<file path="src/rtl/alu_pkg.sv">
// alu_pkg: op codes, latencies, opcodes and FSM states shared by issue logic and the ALU
package alu_pkg;
  localparam logic [7:0] OP_NONE = 8'h00;
  localparam logic [7:0] OP_ADD  = 8'h01;
  localparam logic [7:0] OP_SUB  = 8'h02;
  localparam logic [7:0] OP_MUL  = 8'h03;
  localparam logic [7:0] OP_DIV  = 8'h04;
  localparam logic [7:0] OP_XOR  = 8'h05;
  localparam logic [7:0] OP_AND  = 8'h06;
  localparam logic [7:0] OP_OR   = 8'h07;
  localparam logic [6:0] OPC_R = 7'b0110011;
  localparam logic [6:0] OPC_I = 7'b0010011;
  localparam int LAT_ALU = 1;
  localparam int LAT_MUL = 3;
  localparam int LAT_DIV = 8;
  typedef enum logic [1:0] {IDLE, EXEC, DONE} state_t;
endpackage

</file>
<file path="src/rtl/alu_decode.sv">
// alu_decode: RV32 R/I-type instruction word to ALU op, immediate and illegal flag
module alu_decode
  import alu_pkg::*;
(
  input  logic [31:0] instr,
  output logic [7:0]  op,
  output logic        imm_sel,
  output logic [31:0] imm,
  output logic [4:0]  rd,
  output logic        illegal
);
  logic [6:0] opc, f7;
  logic [2:0] f3;
  logic [7:0] r_op, i_op;
  logic       unused_rs1;
  assign opc = instr[6:0];
  assign f3 = instr[14:12];
  assign f7 = instr[31:25];
  assign rd = instr[11:7];
  assign imm = {{20{instr[31]}}, instr[31:20]};
  assign unused_rs1 = ^instr[19:15];
  always_comb begin
    i_op = f3 == 3'd0 ? OP_ADD : f3 == 3'd4 ? OP_XOR : f3 == 3'd6 ? OP_OR : f3 == 3'd7 ? OP_AND : OP_NONE;
    r_op = f7 == 7'h00 ? i_op :
           f7 == 7'h20 ? (f3 == 3'd0 ? OP_SUB : OP_NONE) :
           f7 == 7'h01 ? (f3 == 3'd0 ? OP_MUL : f3 == 3'd4 ? OP_DIV : OP_NONE) : OP_NONE;
    op = opc == OPC_R ? r_op : opc == OPC_I ? i_op : OP_NONE;
    imm_sel = opc == OPC_I;
    illegal = op == OP_NONE;
  end
endmodule

</file>
<file path="src/rtl/alu_issue.sv">
// alu_issue: single-issue front end holding registered operands for a multicycle ALU
module alu_issue
  import alu_pkg::*;
#(
  parameter int MUL_CYCLES = LAT_MUL,
  parameter int DIV_CYCLES = LAT_DIV
) (
  input  logic        clk,
  input  logic        rst,
  input  logic        in_valid,
  output logic        in_ready,
  input  logic [31:0] instr,
  input  logic [31:0] rs1_val,
  input  logic [31:0] rs2_val,
  output logic [31:0] input1,
  output logic [31:0] input2,
  output logic [7:0]  controlresult,
  input  logic [31:0] result,
  output logic        wb_valid,
  input  logic        wb_ready,
  output logic [4:0]  wb_rd,
  output logic [31:0] wb_data,
  output logic        wb_we,
  output logic        wb_illegal
);
  state_t      state, state_n;
  logic [7:0]  cnt, lat, dec_op;
  logic [31:0] dec_imm;
  logic [4:0]  dec_rd;
  logic        dec_imm_sel, dec_ill, accept;
  alu_decode u_dec (
    .instr(instr),
    .op(dec_op),
    .imm_sel(dec_imm_sel),
    .imm(dec_imm),
    .rd(dec_rd),
    .illegal(dec_ill)
  );
  assign in_ready = state == IDLE;
  assign wb_valid = state == DONE;
  assign accept = in_valid && in_ready;
  always_comb begin
    lat = dec_op == OP_MUL ? 8'(MUL_CYCLES - 1) : dec_op == OP_DIV ? 8'(DIV_CYCLES - 1) : 8'(LAT_ALU - 1);
    state_n = (state == IDLE && in_valid) ? EXEC :
              (state == EXEC && cnt == '0) ? DONE :
              (state == DONE && wb_ready) ? IDLE : state;
  end
  always_ff @(posedge clk) begin
    if (rst) begin
      state <= IDLE;
      cnt <= '0;
      input1 <= '0;
      input2 <= '0;
      controlresult <= OP_NONE;
      wb_data <= '0;
      wb_rd <= '0;
      wb_we <= 1'b0;
      wb_illegal <= 1'b0;
    end else begin
      state <= state_n;
      if (accept) begin
        input1 <= rs1_val;
        input2 <= dec_imm_sel ? dec_imm : rs2_val;
        controlresult <= dec_op;
        wb_rd <= dec_rd;
        wb_illegal <= dec_ill;
        wb_we <= dec_rd != 5'd0 && !dec_ill;
        cnt <= lat;
      end
      if (state == EXEC) begin
        if (cnt == '0)
          wb_data <= (controlresult == OP_DIV && input2 == '0) ? 32'hFFFF_FFFF : wb_illegal ? '0 : result;
        else
          cnt <= cnt - 8'd1;
      end
    end
  end
endmodule

</file>
<file path="config.mk">
export PLATFORM = sky130hd
export DESIGN_NAME = alu_issue
export DESIGN_NICKNAME = d
export VERILOG_FILES = /design/src/rtl/alu_pkg.sv /design/src/rtl/alu_decode.sv /design/src/rtl/alu_issue.sv
export SDC_FILE = /design/constraint.sdc
export NUM_CORES = 1
export LEC_CHECK = 0
export ABC_CLOCK_PERIOD_IN_PS = 2900
export CAP_MARGIN = 20
export CORE_MARGIN = 10
export CORE_UTILIZATION = 43
export CTS_CLUSTER_DIAMETER = 120
export DETAILED_ROUTE_END_ITERATION = 7
export PLACE_DENSITY = 0.82
export SLEW_MARGIN = 5
export SYNTH_ARGS = -nofsm -noshare
export SYNTH_HDL_FRONTEND = slang
export SYNTH_SLANG_ARGS = --single-unit
</file>
<file path="constraint.sdc">
create_clock -name clk -period 2.9 [get_ports clk]
set_input_delay 0.435 -clock clk [delete_from_list [all_inputs] [get_ports clk]]
set_output_delay 0.435 -clock clk [all_outputs]
set_load 0.02 [all_outputs]
</file>
Word level (Yosys, flattened, before mapping)
Cells that the tools add are included.

Register bits after elaboration: 121. Input port bits: 132. Word-level logic and storage cells: 63.

$add $sub $neg: 1. Equal/unequal tests: 12. Multiplexer cells: 23. Reductions and logical operators: 17.

Operators with widths (count): $mux 32 (3); $mux 8 (12); $logic_not 32->1 (1); $eq 8x3->1 const B (2); $logic_not 8->1 (2); $eq 7x6->1 const B (2); $mux 3 (4); $eq 3x3->1 const B (3); $eq 8x2->1 const B (1); $sub 8x1->8 const B (1); $eq 7x1->1 const B (1); $eq 7x5->1 const B (1); $logic_not 7->1 (1); $mux 2 (3); $logic_and 1x1->1 (5); $reduce_bool 5->1 (1); $logic_not 3->1 (1); $reduce_bool 3->1 (1); $eq 2x1->1 const B (1); $eq 2x2->1 const B (1); $logic_not 2->1 (1); $reduce_and 2->1 (1); $reduce_bool 2->1 (1); $reduce_or 2->1 (1); 2 further kinds (2).

Longest topological paths before layout
Depth in word-level cells: 13. Gate-level depth with buffers: 7. Mapped depth without buffers: 6.

Modules after synthesis
A second synthesis with hierarchy kept.

Cells, all modules: 646. Area total of the unflattened synthesis: 5754.3 sq um.

By module, submodules not included: alu_issue (times used 1, cells each 582, area each 5281.3 sq um, seq. area each 2422.3 sq um); alu_decode (times used 1, cells each 64, area each 473.0 sq um, seq. area each 0.0 sq um).

Worst setup path after synthesis
No wires, ideal clock.

Path type: input to register. Start point: input instr[2]. End point: register cnt[0]. Library setup time: 0.134 ns. Data arrival time: 1.579 ns. Slack: 1.187 ns. Stages: 5. Path buffers: 0. Path through: and4bb_1 nand3b_1 or4_4 nand3_1 o22ai_1.

Cells in the longest elaborated chain, start to end: 9. Elaborated cells between the ends (all ways): 11. Classes of those cells: 4 x eq/ne; 7 x mux.

RTL lines: start, declared (RTL line alu_issue.sv:12) `input logic [31:0] instr,`; $eq 7x5->1 (RTL line alu_decode.sv:27) `op = opc == OPC_R ? r_op : opc == OPC_I ? i_op : OP_NONE;`; $mux 8 (RTL line alu_decode.sv:27); $mux 8 (*) (RTL line alu_decode.sv:27); $eq 8x3->1 (RTL line alu_issue.sv:43) `lat = dec_op == OP_MUL ? 8'(MUL_CYCLES - 1) : dec_op == OP_DIV ? 8'(DIV_CYCLES - 1) : 8'(LAT_ALU - 1);`; $mux 3 (RTL line alu_issue.sv:43); $mux 3 (*) (RTL line alu_issue.sv:43); $mux 8 (*) (RTL line alu_issue.sv:61) `if (accept) begin`; $mux 8 (RTL line alu_issue.sv:71) `if (cnt == '0)`; $mux 8 (*) (RTL line alu_issue.sv:70) `if (state == EXEC) begin`; end signal, assigned (RTL line alu_issue.sv:68) `cnt <= lat;`; end signal, assigned (RTL line alu_issue.sv:74) `cnt <= cnt - 8'd1;`; end, declared (RTL line alu_issue.sv:27) `logic [7:0] cnt, lat, dec_op;`.

Mark *: on every way between the ends. The rest lies on a longest branch, timed or not. A chain may end at the register's enable or synchronous reset.

Final worst setup path
Start point: register state[1]. End point: output wb_valid.

Cells in the longest elaborated chain, start to end: 1.

RTL lines: start, declared (RTL line alu_issue.sv:26) `state_t state, state_n;`; start signal, assigned (RTL line alu_issue.sv:60) `state <= state_n;`; $eq 2x2->1 (RTL line alu_issue.sv:40) `assign wb_valid = state == DONE;`; end, declared (RTL line alu_issue.sv:19) `output logic wb_valid,`.

Every way passes these cells.

==> summary.txt <==
Peak VDD IR - 696 uV
Startpoint Class - flip-flop
Fmax - 468 MHz
Syn-to-layout area delta - 60.7%
Critical Path AT - 1700 ps
post-synth top area share - 0.479
PwrDens - 944 nW/um^2
H-tree Lvls - 4
HP Class - flip-flop to flip-flop
DR DRC count - 0
Worst-Margin Slew - 815 ps
relative slew slack - 0.457
count of state elements after synthesis - 116
vias per cell - 5.29
Final period util - 0.736
Most used DFF post-synth - dfxtp_1
Antenna Cells - 0
CTS sink count - 116
CTS Buf Count - 17
final setup TNS - 0 ps
WL final - 16.9 mm
outcome - finished clean
layout cell share with drive strength beyond 1 - 0.0641
FF-to-FF path depth - 5
RR Startpoint - cnt[6]
via count - 5035
initial drt markers - 276
drt pass-1 iters - 7
initial antenna violation count - 0
Die Y - 126 um
synthesized area per cell - 8.35 sq um
Crit Path Class - flip-flop to output pin
PortBufs - 234
largest cells by area after synthesis - dfxtp_1 (48%), a21oi_1 (12%), nand2_1 (6.4%)
PostCTS Resize Cnt - 0
CP required - 2470 ps
synthesized area - 4850 sq um
Ys Warns - 0
DR WL/cell - 17.7 um
post-DP HPWL - 12.4 mm
Clock Tree Buf Depth - 2
Nets - 933
Skew-Pair Late Insertion Delay - 410 ps
Finish-stage setup viols - 0
Crit. Startpoint - state[1]
reg2reg end - wb_data[8]
Period minus WS final - 2130 ps
post-placement cell area - 7240 sq um
FFs w/ async S/R, synth - 0
leakage power - 3.00 nW
final setup skew - 6.99 ps
Overflow after GRT - 0
clock slew at reported path FFs - 50 ps
first-pass GRT wire length - 26.9 mm
floorplan row count - 38
final instance area - 7800 sq um
Root Driver - clkbuf_16
core region area - 10900 sq um
gpl congestion - 0.862
max_cap viols - 0
cell taking the most area after synthesis - dfxtp_1
io pins - 245
Critical path destination - wb_valid
Max FO, Critical Path - 7
crit end category - output pin
Post-synth EDFFs - 0
Die ar. - 15900 sq um
Final ANT Viol Nets - 0
chip width - 126 um
vias in the first global route - 5147
reg2reg setup slack - 890 ps
Hold Vio Cnt, Final - 0
RSZ-0062 raised after global routing - no
Distinct cells, synth - 56
count of pins over their slew limit - 0
sequential element share of the synthesized area - 0.479
Cells after Synth - 581
CTS Hold Buffers Added - 0
pin count of the biggest net entering global routing - 64
GRT Overall Usage - 0.205
Starting Density - 0.444
CTS tree - yes
Post-CTS Setup Bufs - 0
[per-stage QoR]
step	worst slack [ps]	power (W)	std cells	utilization	hold WS, ps
finish	765	0.00736	951	0.713	454
global route	640	0.00777	951	0.713	469
CTS	737	0.00743	951	0.713	454
detailed placement	524	0.00543	920	0.662	447
global placement	542	0.00533	920	0.662	441
floorplan	1190	0.00408	585	-	461
[synthesized netlist by cell type, drive strengths merged, types with 2 or more instances]
master	number
a21oi	121
dfxtp	116
nand2	83
o21ai	59
nand2b	33
clkbuf	30
nor2	24
buf	18
a211oi	13
mux2i	11
nor4	9
inv	8
a31oi	6
nand3	6
or3	5
nor3	4
and2	3
ha	2
nand4	2
nor3b	2
or4	2
[sequential cells by signal, indices dropped and copies added (netlist names)]
signal / count
wb_we: 1
wb_rd: 5
controlresult: 3
cnt: 8
input1: 32
wb_data: 32
input2: 32
state: 2
wb_illegal: 1
[worst max-delay path, cell delays in order, from the launching register on]
cell and delay, ps:
dfxtp_1 480, inv_1 90, nor2_1 90, clkdlybuf4s50_1 630
[cell families after synthesis]
group | Yosys count | synth area share
flip-flops | 116 | 0.479
multiplexers | 11 | 0.0227
XOR/XNOR | 1 | 0.00181
AND/OR/NAND/NOR | 181 | 0.192
adder cells (fa/ha/maj) | 2 | 0.00516
other | 1 | 0.000773
AO/OA/AOI/OAI | 213 | 0.246
buffers and inverters | 56 | 0.0526
[worst min-delay path by stage]
stage | to | from | slack [ps] | cells past startpoint
global route | input1[1] | input1[1] | 470 | 2
CTS | input1[7] | input1[7] | 450 | 2
finish | input1[11] | input1[11] | 450 | 2
detailed placement | input1[7] | input1[7] | 450 | 2
floorplan | cnt[7] | cnt[7] | 460 | 1
global placement | input1[1] | input1[1] | 440 | 2
[power by group]
group          switching [W]  internal, W
Clock               0.000667      0.00128
Combinational        0.00168      0.00137
Sequential          0.000303      0.00206
Total                0.00265      0.00471
[area by class of cell]
type                    count  area [sq um]
clock buffers              27           513
clock inverters             4          45.0
fillers                   867          3140
inverters                   8          30.0
multi-input cells         413          2290
flip-flops and latches    116          2320
well taps                 140           175
repair buffers            243          2420
[layout by cell type, fill, tap and decap left out, drive strengths merged, types with 8 or more instances in the layout]
cell type      count
mux2i             11
a21oi            121
dfxtp            116
nand2b            33
inv                8
nand2             83
clkbuf            27
nor4               9
o21ai             59
clkdlybuf4s50    233
nor2              24
buf               10
a211oi            13
[layer usage]
metal / routed length [um] / vias to the layer above / track usage
met3: 1710 / 19 / 0.0940
met1: 6540 / 2338 / 0.219
li1: - / 2471 / -
met5: 0 / - / 0
met2: 8390 / 207 / 0.353
met4: 242 / 0 / 0.0683
No activity file was read; power rests on OpenSTA's default activity.
